File: src/rtl/timer_pkg.sv
`default_nettype none
// ============================================================================
//  Module      : timer_pkg
//  Description : Shared constants and types for the three-channel timer.
//                Holds the channel mode encodings, the control-register
//                select code, the control field geometry and a field helper.
//  Revision    : 1.0 - initial release
// ============================================================================
package timer_pkg;

  localparam int NUM_CH  = 3;
  localparam int CTRL_FW = 2;                 // mode field width per channel
  localparam int CTRL_W  = NUM_CH * CTRL_FW;  // full control register width

  typedef enum logic [CTRL_FW-1:0] {
    MODE_ONESHOT  = 2'b00,
    MODE_RATE     = 2'b01,
    MODE_SQUARE   = 2'b10,
    MODE_DISABLED = 2'b11
  } mode_e;

  // counter_ch value that targets the control register instead of a channel
  localparam logic [1:0] CH_CTRL = 2'd3;

  // Every channel comes out of reset disabled
  localparam logic [CTRL_W-1:0] CTRL_RST = '1;

  // Extract the mode field of one channel from a control word
  function automatic logic [CTRL_FW-1:0] ctrl_field(input logic [CTRL_W-1:0] ctrl,
                                                    input int               ch);
    return ctrl[ch*CTRL_FW +: CTRL_FW];
  endfunction

endpackage
`default_nettype wire

File: src/rtl/timer_counter_unit_if.sv
`default_nettype none
// ============================================================================
//  Module      : timer_counter_unit_if
//  Description : Bus-side signal bundle between the I/O decoder and the timer.
//                master : bus decoder (drives write strobe/select/data)
//                slave  : timer (drives readback word and channel outputs)
//  Signals     : counter_we   write strobe, one cycle per write
//                counter_ch   0..2 channel, 3 control register
//                counter_val  write data
//                counter_out  readback of selected channel / control
//                counterN_out channel N output bit
//  Revision    : 1.0 - initial release
// ============================================================================
interface timer_counter_unit_if #(
  parameter int WIDTH = 32
);
  logic             counter_we;
  logic [1:0]       counter_ch;
  logic [WIDTH-1:0] counter_val;
  logic [WIDTH-1:0] counter_out;
  logic             counter0_out;
  logic             counter1_out;
  logic             counter2_out;

  modport master (
    output counter_we, counter_ch, counter_val,
    input  counter_out, counter0_out, counter1_out, counter2_out
  );

  modport slave (
    input  counter_we, counter_ch, counter_val,
    output counter_out, counter0_out, counter1_out, counter2_out
  );
endinterface
`default_nettype wire

File: src/rtl/timer_channel.sv
`default_nettype none
// ============================================================================
//  Module      : timer_channel
//  Description : One timer channel: tick synchroniser + rising-edge detect,
//                load/count/out registers and the per-mode count behaviour.
//  Ports       : clk       system clock
//                rst       asynchronous reset, active-low
//                tick_raw  asynchronous count source
//                mode      current channel mode from the control register
//                mode_chg  control write changes this channel's mode
//                wr        channel write strobe
//                wr_val    channel write data (load and count)
//                count     current count value
//                out       channel output, straight from a flop
//  Revision    : 1.0 - initial release
// ============================================================================
module timer_channel
  import timer_pkg::*;
#(
  parameter int WIDTH       = 32,
  parameter int SYNC_STAGES = 2   // must be at least 2
) (
  input  wire logic             clk,
  input  wire logic             rst,
  input  wire logic             tick_raw,
  input  wire mode_e            mode,
  input  wire logic             mode_chg,
  input  wire logic             wr,
  input  wire logic [WIDTH-1:0] wr_val,
  output logic      [WIDTH-1:0] count,
  output logic                  out
);

  localparam logic [WIDTH-1:0] c_one = 1;

  logic [SYNC_STAGES-1:0] r_sync;
  logic                   r_prev;
  logic [WIDTH-1:0]       r_load;
  logic [WIDTH-1:0]       r_count;
  logic                   r_out;
  logic                   w_tick;

  // One-cycle pulse on each synchronised rising edge; falling edges ignored
  assign w_tick = r_sync[SYNC_STAGES-1] & ~r_prev;

  always_ff @(posedge clk or negedge rst) begin
    if (!rst) begin
      r_sync  <= '0;
      r_prev  <= 1'b0;
      r_load  <= '0;
      r_count <= '0;
      r_out   <= 1'b0;
    end else begin
      r_sync <= {r_sync[SYNC_STAGES-2:0], tick_raw};
      r_prev <= r_sync[SYNC_STAGES-1];

      // A write or mode change always beats a same-cycle tick
      if (wr) begin
        r_load  <= wr_val;
        r_count <= wr_val;
        r_out   <= 1'b0;
      end else if (mode_chg) begin
        r_count <= r_load;
        r_out   <= 1'b0;
      end else begin
        case (mode)
          MODE_ONESHOT: begin
            // count of 1 or 0 both land on 0 with a sticky output
            if (w_tick) begin
              if (r_count > c_one) begin
                r_count <= r_count - c_one;
              end else begin
                r_count <= '0;
                r_out   <= 1'b1;
              end
            end
          end
          MODE_RATE: begin
            // Output is a single-cycle strobe, so it clears every cycle
            r_out <= 1'b0;
            if (w_tick) begin
              if (r_count > c_one) begin
                r_count <= r_count - c_one;
              end else if (r_count == c_one) begin
                r_count <= r_load;
                r_out   <= 1'b1;
              end
            end
          end
          MODE_SQUARE: begin
            // A zero count (load of 0) stalls rather than wrapping
            if (w_tick) begin
              if (r_count > c_one) begin
                r_count <= r_count - c_one;
              end else if (r_count == c_one) begin
                r_count <= r_load;
                r_out   <= ~r_out;
              end
            end
          end
          MODE_DISABLED: begin
            // ticks discarded, state held
          end
        endcase
      end
    end
  end

  assign count = r_count;
  assign out   = r_out;

endmodule
`default_nettype wire

File: src/rtl/timer_counter_unit.sv
`default_nettype none
// ============================================================================
//  Module      : timer_counter_unit
//  Description : Three-channel programmable down-counter/timer peripheral.
//                Holds the control register, decodes bus writes to channels
//                and control, and muxes the readback word.
//  Ports       : clk       system clock
//                rst       asynchronous reset, active-low
//                cnt_tick  raw count sources for channels 2..0
//                bus       timer_counter_unit_if.slave bus bundle
//  Revision    : 1.0 - initial release
// ============================================================================
module timer_counter_unit
  import timer_pkg::*;
#(
  parameter int WIDTH       = 32,
  parameter int SYNC_STAGES = 2
) (
  input  wire logic              clk,
  input  wire logic              rst,
  input  wire logic [NUM_CH-1:0] cnt_tick,
  timer_counter_unit_if.slave    bus
);

  logic [CTRL_W-1:0] r_ctrl;
  logic              w_ctrl_wr;
  logic [WIDTH-1:0]  w_count [NUM_CH];
  logic [NUM_CH-1:0] w_out;
  logic [WIDTH-1:0]  w_rd;

  assign w_ctrl_wr = bus.counter_we && (bus.counter_ch == CH_CTRL);

  always_ff @(posedge clk or negedge rst) begin
    if (!rst) begin
      r_ctrl <= CTRL_RST;
    end else if (w_ctrl_wr) begin
      r_ctrl <= bus.counter_val[CTRL_W-1:0];
    end
  end

  generate
    for (genvar i = 0; i < NUM_CH; i++) begin : g_ch
      logic  w_wr;
      logic  w_mode_chg;
      mode_e w_mode;

      assign w_wr       = bus.counter_we && (bus.counter_ch == 2'(i));
      assign w_mode     = mode_e'(ctrl_field(r_ctrl, i));
      // Only channels whose field actually changes get reloaded
      assign w_mode_chg = w_ctrl_wr &&
                          (ctrl_field(bus.counter_val[CTRL_W-1:0], i) != ctrl_field(r_ctrl, i));

      timer_channel #(
        .WIDTH       (WIDTH),
        .SYNC_STAGES (SYNC_STAGES)
      ) u_channel (
        .clk      (clk),
        .rst      (rst),
        .tick_raw (cnt_tick[i]),
        .mode     (w_mode),
        .mode_chg (w_mode_chg),
        .wr       (w_wr),
        .wr_val   (bus.counter_val),
        .count    (w_count[i]),
        .out      (w_out[i])
      );
    end
  endgenerate

  // Readback is forced to zero while reset is held, whatever the select
  always_comb begin
    w_rd = '0;
    if (rst) begin
      case (bus.counter_ch)
        2'd0:    w_rd = w_count[0];
        2'd1:    w_rd = w_count[1];
        2'd2:    w_rd = w_count[2];
        default: w_rd = {{(WIDTH-CTRL_W){1'b0}}, r_ctrl};
      endcase
    end
  end

  assign bus.counter_out  = w_rd;
  assign bus.counter0_out = w_out[0];
  assign bus.counter1_out = w_out[1];
  assign bus.counter2_out = w_out[2];

endmodule
`default_nettype wire
File: src/flat_wrapper.sv
// flat-port wrapper written by rule: the top's interface ports become plain ports
module timer_counter_unit_flat import timer_pkg::*;
#(
  parameter int WIDTH       = 32,
  parameter int SYNC_STAGES = 2
)
  (clk, rst, cnt_tick, bus_counter_we, bus_counter_ch, bus_counter_val, bus_counter_out, bus_counter0_out, bus_counter1_out, bus_counter2_out);
  timer_counter_unit_if #(.WIDTH(WIDTH)) bus_i ();
  input  wire logic clk;
  input  wire logic rst;
  input  wire logic [NUM_CH-1:0] cnt_tick;
  input wire logic [$bits(bus_i.counter_we)-1:0] bus_counter_we;
  input wire logic [$bits(bus_i.counter_ch)-1:0] bus_counter_ch;
  input wire logic [$bits(bus_i.counter_val)-1:0] bus_counter_val;
  output wire logic [$bits(bus_i.counter_out)-1:0] bus_counter_out;
  output wire logic [$bits(bus_i.counter0_out)-1:0] bus_counter0_out;
  output wire logic [$bits(bus_i.counter1_out)-1:0] bus_counter1_out;
  output wire logic [$bits(bus_i.counter2_out)-1:0] bus_counter2_out;
  assign bus_i.counter_we = bus_counter_we;
  assign bus_i.counter_ch = bus_counter_ch;
  assign bus_i.counter_val = bus_counter_val;
  assign bus_counter_out = bus_i.counter_out;
  assign bus_counter0_out = bus_i.counter0_out;
  assign bus_counter1_out = bus_i.counter1_out;
  assign bus_counter2_out = bus_i.counter2_out;
  timer_counter_unit #(.WIDTH(WIDTH), .SYNC_STAGES(SYNC_STAGES)) u_core (.clk(clk), .rst(rst), .cnt_tick(cnt_tick), .bus(bus_i));
endmodule
File: config.mk
export PLATFORM = sky130hd
export DESIGN_NAME = timer_counter_unit_flat
export DESIGN_NICKNAME = d
export VERILOG_FILES = /design/src/rtl/timer_pkg.sv /design/src/rtl/timer_counter_unit_if.sv /design/src/rtl/timer_channel.sv /design/src/rtl/timer_counter_unit.sv /design/src/flat_wrapper.sv
export SDC_FILE = /design/constraint.sdc
export NUM_CORES = 1
export LEC_CHECK = 0
export ABC_CLOCK_PERIOD_IN_PS = 3500
export CAP_MARGIN = 40
export CORE_ASPECT_RATIO = 1.25
export CORE_UTILIZATION = 55
export DETAILED_ROUTE_END_ITERATION = 6
export MAX_ROUTING_LAYER = met4
export PLACE_DENSITY = 0.86
export SLEW_MARGIN = 10
export SYNTH_ARGS = -nofsm -noshare
export SYNTH_HDL_FRONTEND = slang
export SYNTH_SLANG_ARGS = --single-unit
export TNS_END_PERCENT = 5
File: constraint.sdc
create_clock -name clk -period 3.5 [get_ports clk]
set_input_delay 0.525 -clock clk [delete_from_list [all_inputs] [get_ports clk]]
set_output_delay 0.525 -clock clk [all_outputs]
set_load 0.03 [all_outputs]
; After elaboration in Yosys (flattened, before gate mapping)
; Cells that the tools add are included.
[op_classes]
n_addsub = 3
n_lt_le_gt_ge = 3
n_eq_ne = 36
muxes = 59
n_bitwise = 9
n_reduce_logical = 26
[ops]
columns = cell, n
row1 = $mux W32, 22
row2 = $pmux W32 S2, 3
row3 = $eq A32 B1 Y1 const B, 3
row4 = $gt A32 B1 Y1 const B, 3
row5 = $pmux W32 S3, 1
row6 = $sub A32 B1 Y32 const B, 3
row7 = $ne A4 B4 Y1 const B, 15
row8 = $mux W1, 30
row9 = $reduce_and A6 Y1, 3
row10 = $ne A5 B1 Y1 const B, 3
row11 = $reduce_bool A5 Y1, 3
row12 = $ne A4 B1 Y1 const B, 3
row13 = $reduce_and A4 Y1, 3
row14 = $reduce_bool A4 Y1, 3
row15 = $eq A2 B2 Y1 const B, 5
row16 = $pmux W1 S3, 3
row17 = $eq A2 B1 Y1 const B, 4
row18 = $logic_not A2 Y1, 4
row19 = $logic_and A1 B1 Y1, 7
row20 = $ne A2 B2 Y1, 3
row21 = $not A1 Y1, 6
row22 = $reduce_or A2 Y1, 3
row23 = $and A1 B1 Y1, 3
[word_totals]
regBits = 210
input_bits = 40
output_inout_bits = 35
wordCells = 152

; Logic depth before layout (Yosys ltp)
; Gate-level depths: netlist of the first run.
[logic_depth]
word_depth = 7
depth_mapped = 10
depth_no_buf = 8

; By module
; Synthesis of the first run repeated with hierarchy kept, for this count alone.
[unflattened]
cells_unflattened = 1351
area_unflattened_um2 = 12888.6
[by_module_without_submodules]
columns = mod, instances, cells_per_inst, area_per_inst_um2, seq_area_each_um2
row1 = timer_channel (u_core.g_ch[2].u_channel), 1, 396, 3878.7, 1701.6
row2 = timer_channel (u_core.g_ch[0].u_channel), 1, 383, 3812.4, 1701.6
row3 = timer_channel (u_core.g_ch[1].u_channel), 1, 405, 3811.2, 1701.6
row4 = timer_counter_unit, 1, 167, 1386.3, 157.7

; Worst setup path before layout of the first run
; No wires, ideal clock.
[synth_path]
kind = in2out
startpoint = in bus_counter_ch[0]
endpoint = out bus_counter_out[12]
t_arrival_ps = 2230
path_slack_ps = 745
cell_stages = 6
path_buffers = 3
path_cell_list = buf_2 > buf_1 > clkbuf_1 > mux2i_1 > o21ai_0 > and2_1
[synth_via]
elab_chain_len = 3
elab_cells_between_ends = 5
cone_classes = eq/ne (2) / mux (2) / reduce/logical (1)
[synth_lines]
columns = element, line
row1 = start: declaration, flat_wrapper.sv:13  ; input wire logic [$bits(bus_i.counter_ch)-1:0] bus_counter_ch;
row2 = "$eq A2 B2 Y1, or another cell as far along", timer_counter_unit.sv:74  ; case (bus.counter_ch)
row3 = $pmux W32 S3 *, timer_counter_unit.sv:74
row4 = $mux W32 *, timer_counter_unit.sv:73  ; if (rst) begin
row5 = end: declaration, flat_wrapper.sv:15  ; output wire logic [$bits(bus_i.counter_out)-1:0] bus_counter_out;
; Mark *: on every way between the ends. The rest lies on a longest branch, timed or not.

; Final worst setup path of the first run
[layout_path]
startpoint = reg u_core.g_ch[2].u_channel.r_count[3]
endpoint = reg u_core.g_ch[2].u_channel.r_count[11]
[layout_via]
elab_chain_len = 6
elab_cells_between_ends = 12
cone_classes = add/sub (1) / order compare (1) / eq/ne (2) / mux (7) / reduce/logical (1)
[layout_lines]
columns = element, line
row1 = start: declaration, timer_channel.sv:39  ; logic [WIDTH-1:0] r_count;
row2 = start signal: assignment, timer_channel.sv:60  ; r_count <= wr_val;
row3 = start signal: assignment, timer_channel.sv:63  ; r_count <= r_load;
row4 = start signal: assignment, timer_channel.sv:71  ; r_count <= r_count - c_one;
row5 = $sub A32 B1 Y32 or $gt A32 B1 Y1 (tied branches), -
row6 = $mux W32 (on tied branches), "timer_channel.sv:82, timer_channel.sv:70"
row7 = $mux W32 (on tied branches), "timer_channel.sv:81, timer_channel.sv:69"
row8 = $pmux W32 S2, timer_channel.sv:66  ; case (mode)
row9 = $mux W32, timer_channel.sv:62  ; end else if (mode_chg) begin
row10 = $mux W32, timer_channel.sv:58  ; if (wr) begin
; Several ways; a longest one is shown, not always the timed one. The select of a mux whose other input is x is not followed.
; A chain may end at the register's enable or synchronous reset.

==> results of run 1 <==
==> per-stage QoR <==
step           setup WS [ns]  std cells  hold slack, ns  total power, mW
2_1_floorplan          0.745       1455           0.229             5.96
3_3_place_gp           0.210       1780           0.333             7.30
3_5_place_dp           0.298       1781           0.336             7.41
6_report               0.308       1824           0.348             10.1
4_1_cts                0.394       1824           0.351             9.96
5_1_grt                0.196       1824           0.363             10.5
==> cell usage in the layout, fill, tap and decap left out, types with 38 or more instances in the layout <==
cell	instances
o21ai_0	112
o2bb2ai_1	38
buf_4	72
dfrtp_1	204
nor3_1	49
and2_1	42
nor4_1	46
clkdlybuf4s50_1	71
nand3_1	43
nor2_1	72
nand2_1	309
==> sequential cells by signal, summed over array words and instances (netlist names) <==
signal and cells:
u_core.r_ctrl 6, u_core.g_ch.u_channel.r_prev 3, u_core.g_ch.u_channel.r_load 96, u_core.g_ch.u_channel.r_sync 6, u_core.g_ch.u_channel.count 96, u_core.g_ch.u_channel.out 3
==> path summary, 6_finish.rpt <==
kind	from	to	cells after the start	slack [ns]
min reg2reg	u_core.g_ch[1].u_channel.r_sync[0]$_DFF_PN0_	u_core.g_ch[1].u_channel.r_sync[1]$_DFF_PN0_	0	0.35
min in group asynchronous	rst	u_core.g_ch[0].u_channel.count[6]$_DFFE_PN0P_	2	0.51
max	u_core.g_ch[2].u_channel.count[3]$_DFFE_PN0P_	u_core.g_ch[2].u_channel.count[11]$_DFFE_PN0P_	7	0.31
max reg2reg	u_core.g_ch[2].u_channel.count[3]$_DFFE_PN0P_	u_core.g_ch[2].u_channel.count[11]$_DFFE_PN0P_	7	0.31
max in group asynchronous	rst	u_core.g_ch[1].u_channel.count[18]$_DFFE_PN0P_	3	1.92
min	u_core.g_ch[1].u_channel.r_sync[0]$_DFF_PN0_	u_core.g_ch[1].u_channel.r_sync[1]$_DFF_PN0_	0	0.35
==> power by group through the flow <==
stage	logic (mW)	clock network (mW)	registers, mW
detailed placement	3.31	0	4.10
floorplan	2.28	0	3.69
global route	3.66	2.66	4.19
global placement	3.22	0	4.08
CTS	3.33	2.55	4.08
finish	3.40	2.54	4.14
==> per-layer routing <==
metal,vias to the layer above,track usage,share of wire
met2,854,0.613,0.45
met5,-,-,0
met3,209,0.0753,0.11
met4,0,0.253,0.072
met1,6068,0.522,0.37
li1,5479,-,-
==> final cells by class <==
type                    instances  area share
clock buffers                  29      0.0431
clock inverters                13      0.0100
inverters                      28     0.00721
multi-input cells            1110       0.461
flip-flops and latches        210       0.361
well taps                     283      0.0243
repair buffers                151      0.0931
==> kinds of logic (layout without fill, tap and decap cells) <==
kind of cell,Yosys count,in the layout,synth area share
fa+ha+maj,15,15,0.0150
simple gates,666,666,0.257
mux,42,42,0.0404
buf+inv,135,221,0.0432
xor+xnor,25,25,0.0175
compound gates,362,362,0.206
flops,210,210,0.421
==> critical path, delay by kind of cell, from the launching register on <==
family / cells / cell delay (ns)
AO/OA/AOI/OAI: 3 / 0.74
AND/OR/NAND/NOR: 3 / 1.59
buffers and inverters: 1 / 0.27
flip-flops: 1 / 0.51
==> impl_metrics.toml, run 1 <==
[outcome]
status = "complete, but fails checks"
violations = "DRC"

[power]
leakagePower_nw = 6.29
p_int_mw = 6.04
swShare = 0.400
power_density_nw_per_um2 = 691
seqPwrFrac = 0.411
peakVddDrop_uv = 438
p_switching_mw = 4.04
pwr-share-comb = 0.337
clkPwrFrac = 0.252

[sta]
fin_skew_ns = 0.0152
finalHoldViolCount = 0
maxSlewViolCount = 0
fin_crit_sh = 0.912
finalSetupTns_ns = 0
rsz0062_at_grt = "false"
setup_violations = 0
clock.fmax_mhz = 313
post-route-min-period_ns = 3.19
worstMarginPinSlew_ns = 0.851
relSlewSlack = 0.427

[finish]
fillers = 1873
regArea_sq_um = 5260
area_delta_synth_final_pct = 16.6
drive_gt1_frac = 0.110
final_nets = 1579
multiInputGateArea_sq_um = 6730
num_antenna_cells = 0
stdcell_area_sq_um = 14600
utilization = 0.654

[yosys]
synthesis.nets = 1510
post-synth-top-count-cell = "nand2_1"
ys_top_cells_by_count = "nand2_1, dfrtp_1, o21ai_0"
synth_area_leaders = "dfrtp_1, nand2_1, o21ai_0"
ys_seq_area_frac = 0.421
syn_inst = 1455
synth_ff_type = "dfrtp_1"
syn_area_sq_um = 12500
async_flop_share = 1.00
syn_avg_cell_area_sq_um = 8.59
ys_warn_count = 0
synth_edf_count = 0
yosysTopAreaCell = "dfrtp_1"
ys_seq_elements = 210
synth.distinct_cells = 70
synth_top_area_frac = 0.408

[floorplanning]
pin_count = 75
rows = 61
coreArea_sq_um = 22300
fp.dieH_um = 171
start_util = 0.561
die_area_sq_um = 23300
die_w_um = 137

[place]
placed_cell_area_sq_um = 13800
portBuffers = 74
gp_congestion = 1.02
place_hpwl_um = 32500

[clocking]
cts_resized = 0
cts-root-buf = "clkbuf_16"
cts.sinks = 210
clock_path_buffers = 3
clkSlewWorstSetupHoldPaths_ns = 0.06
cts_hold_buf = 1
cts_max_level = 1
clock_latency_ns = 0.54
post_cts_buffers = 0
cts_tree = "done"
cts_buffers = 23

[drt]
detail_route.wl_per_cell_um = 25.0
dr.pass1.iters = 7
first_iter_violations = 1884
postRouteAntennaNets = 0
drc = 2
drt_wl_total_um = 45600
viasPerCell = 6.91
vias = 12610

[global_route]
track_usage = 0.412
grt_pass1_vias = 11925
overflow = 0
antenna_found_initial = 0
grt_first_pass_wirelength_um = 69800
grt_max_degree = 103

[critical_path]
worstSetupPathType = "reg2reg"
end_kind = "flip-flop"
path_max_fanout = 10
cpMaxStageDelayCell = "nor4_1"
start_kind = "flip-flop"
cp_data_arrival_time_ns = 3.65
crit_top_cell = "nor4_1"
required_ns = 3.96
slowest_delay_ns = 0.60
crit_chain = "nor4_1 -> nand4_1 -> nor4_1 -> o21a_1 -> buf_4 -> a31oi_1 -> a21oi_1"

[job]
cap_violations = 0

[hold_path]
hold_path_class = "reg2reg"
Power figures use the tool's default switching activity.
==> run 2: changes to the inputs <==
--- a/config.mk
+++ b/config.mk
@@ -8,10 +8,12 @@
 export ABC_CLOCK_PERIOD_IN_PS = 3500
 export CAP_MARGIN = 40
 export CORE_ASPECT_RATIO = 1.25
+export CORE_MARGIN = 1.5
 export CORE_UTILIZATION = 55
 export DETAILED_ROUTE_END_ITERATION = 6
 export MAX_ROUTING_LAYER = met4
 export PLACE_DENSITY = 0.86
+export SKIP_CTS_REPAIR_TIMING = 1
 export SLEW_MARGIN = 10
 export SYNTH_ARGS = -nofsm -noshare
 export SYNTH_HDL_FRONTEND = slang
==> run 2 against run 1 <==
The run still ends with DRC left. Core utilization grew 0.47 points. Non-clock buffer count is the same. Sequential cell count is the same. Clock-buffer cell count grew 3.
==> impl_metrics.toml, run 2 (same netlist as run 1, synthesis figures left out) <==
[floorplanning]
die_w_um = 138
rows = 61
pin_count = 75
fp.dieH_um = 172
die_area_sq_um = 23600
start_util = 0.561
coreArea_sq_um = 22300

[critical_path]
r2r_setup_slack_ns = 0.21
cpMaxStageDelayCell = "nor4_1"
reg2reg_depth = 6
cp_data_arrival_time_ns = 3.72
path_max_fanout = 19
required_ns = 3.93
start_kind = "flip-flop"
crit_cells = 6
worst-path-buf-inv = 0
slowest_delay_ns = 0.81
worstSetupPathType = "reg2reg"
end_kind = "flip-flop"
critPathTopFamily = "simple AND/OR/NAND/NOR gates"
crit_chain = "nor4_1 -> nand4b_4 -> or4_4 -> a21oi_4 -> a221oi_1 -> o2bb2ai_1"

[place]
portBuffers = 74
gp_congestion = 1.03
place_hpwl_um = 33600

[clocking]
cts.sinks = 210
cts_max_level = 1
cts_buffers = 23
cts-root-buf = "clkbuf_16"
clock_latency_ns = 0.53
clock_path_buffers = 3
clkSlewWorstSetupHoldPaths_ns = 0.06
cts_tree = "done"

[sta]
relSlewSlack = 0.404
setup_violations = 0
post-route-min-period_ns = 3.29
clock.fmax_mhz = 304
rsz0062_at_grt = "false"
maxSlewViolCount = 0
fin_skew_ns = 0.0168
finalHoldViolCount = 0
worstMarginPinSlew_ns = 0.886
fin_crit_sh = 0.939
finalSetupTns_ns = 0

[finish]
mostFrequentLayoutCells = "nand2_1, dfrtp_1, o21ai_0"
area_delta_synth_final_pct = 17.5
layout_commonest_cell = "nand2_1"
drive_gt1_frac = 0.109
final_nets = 1579

[drt]
vias = 12748
dr.pass1.iters = 7
postRouteAntennaNets = 0
viasPerCell = 6.97
drc = 11
first_iter_violations = 1782
detail_route.wl_per_cell_um = 26.0
drt_wl_total_um = 47500

[job]
cap_violations = 0

[global_route]
grt_pass1_vias = 12365
track_usage = 0.422
grt_first_pass_wirelength_um = 72500
antenna_found_initial = 4
grt_max_degree = 79
overflow = 0

[power]
power_density_nw_per_um2 = 711
peakVddDrop_uv = 576
leakagePower_nw = 6.33
power_mw = 10.4

[outcome]
status = "complete, but fails checks"
violations = "DRC"

[hold_path]
hold_depth = 0
hold_path_class = "reg2reg"
[run 2: cell types whose count changed in the layout (fill, tap and decap cells not counted), sizes merged]
cell,previous run,this run
buf,79,78
bufinv,3,6
clkbuf,29,32
clkdlybuf4s18,0,1
clkinv,8,2
diode,0,5
inv,29,28
[run 2: where the power goes]
group / switching, mW / internal (mW) / total [mW]
Sequential: 1.09 / 3.11 / 4.20
Clock: 1.07 / 1.77 / 2.84
Combinational: 1.97 / 1.43 / 3.40
[run 2: path summary, 6_finish.rpt]
check                                                              start                                               to
min in group asynchronous                                            rst  u_core.g_ch[2].u_channel.r_load[20]$_DFFE_PN0P_
min reg2reg                 u_core.g_ch[0].u_channel.r_sync[0]$_DFF_PN0_     u_core.g_ch[0].u_channel.r_sync[1]$_DFF_PN0_
max in group asynchronous                                            rst   u_core.g_ch[0].u_channel.r_load[8]$_DFFE_PN0P_
min                         u_core.g_ch[0].u_channel.r_sync[0]$_DFF_PN0_     u_core.g_ch[0].u_channel.r_sync[1]$_DFF_PN0_
max                        u_core.g_ch[0].u_channel.count[6]$_DFFE_PN0P_   u_core.g_ch[0].u_channel.count[31]$_DFFE_PN0P_
max reg2reg                u_core.g_ch[0].u_channel.count[6]$_DFFE_PN0P_   u_core.g_ch[0].u_channel.count[31]$_DFFE_PN0P_
[run 2: cell type report]
type                    count  area, sq um
fillers                  1850         7600
multi-input cells        1110         6730
flip-flops and latches    210         5260
repair buffers            151         1360
clock buffers              32          669
well taps                 283          354
clock inverters             9          198
inverters                  28          105
diodes                      5         12.5
[run 2: metal layers]
metal,vias to the layer above,global-route usage,wire [um]
li1,5498,-,-
met1,6141,0.534,17700
met2,899,0.639,21400
met3,210,0.0866,5310
met4,0,0.222,3130
met5,-,-,0
[run 2: stage by stage]
step / area (sq um) / utilization / instances / setup slack, ns / hold WS [ns]
4_1_cts: 14700 / 0.658 / 1822 / 0.353 / -0.0371
6_report: 14700 / 0.659 / 1828 / 0.214 / 0.352
3_3_place_gp: 13800 / 0.619 / 1780 / 0.415 / 0.335
3_5_place_dp: 13800 / 0.619 / 1781 / 0.364 / 0.341
2_1_floorplan: 12500 / - / 1455 / 0.745 / 0.229
5_1_grt: 14700 / 0.659 / 1826 / 0.160 / 0.361
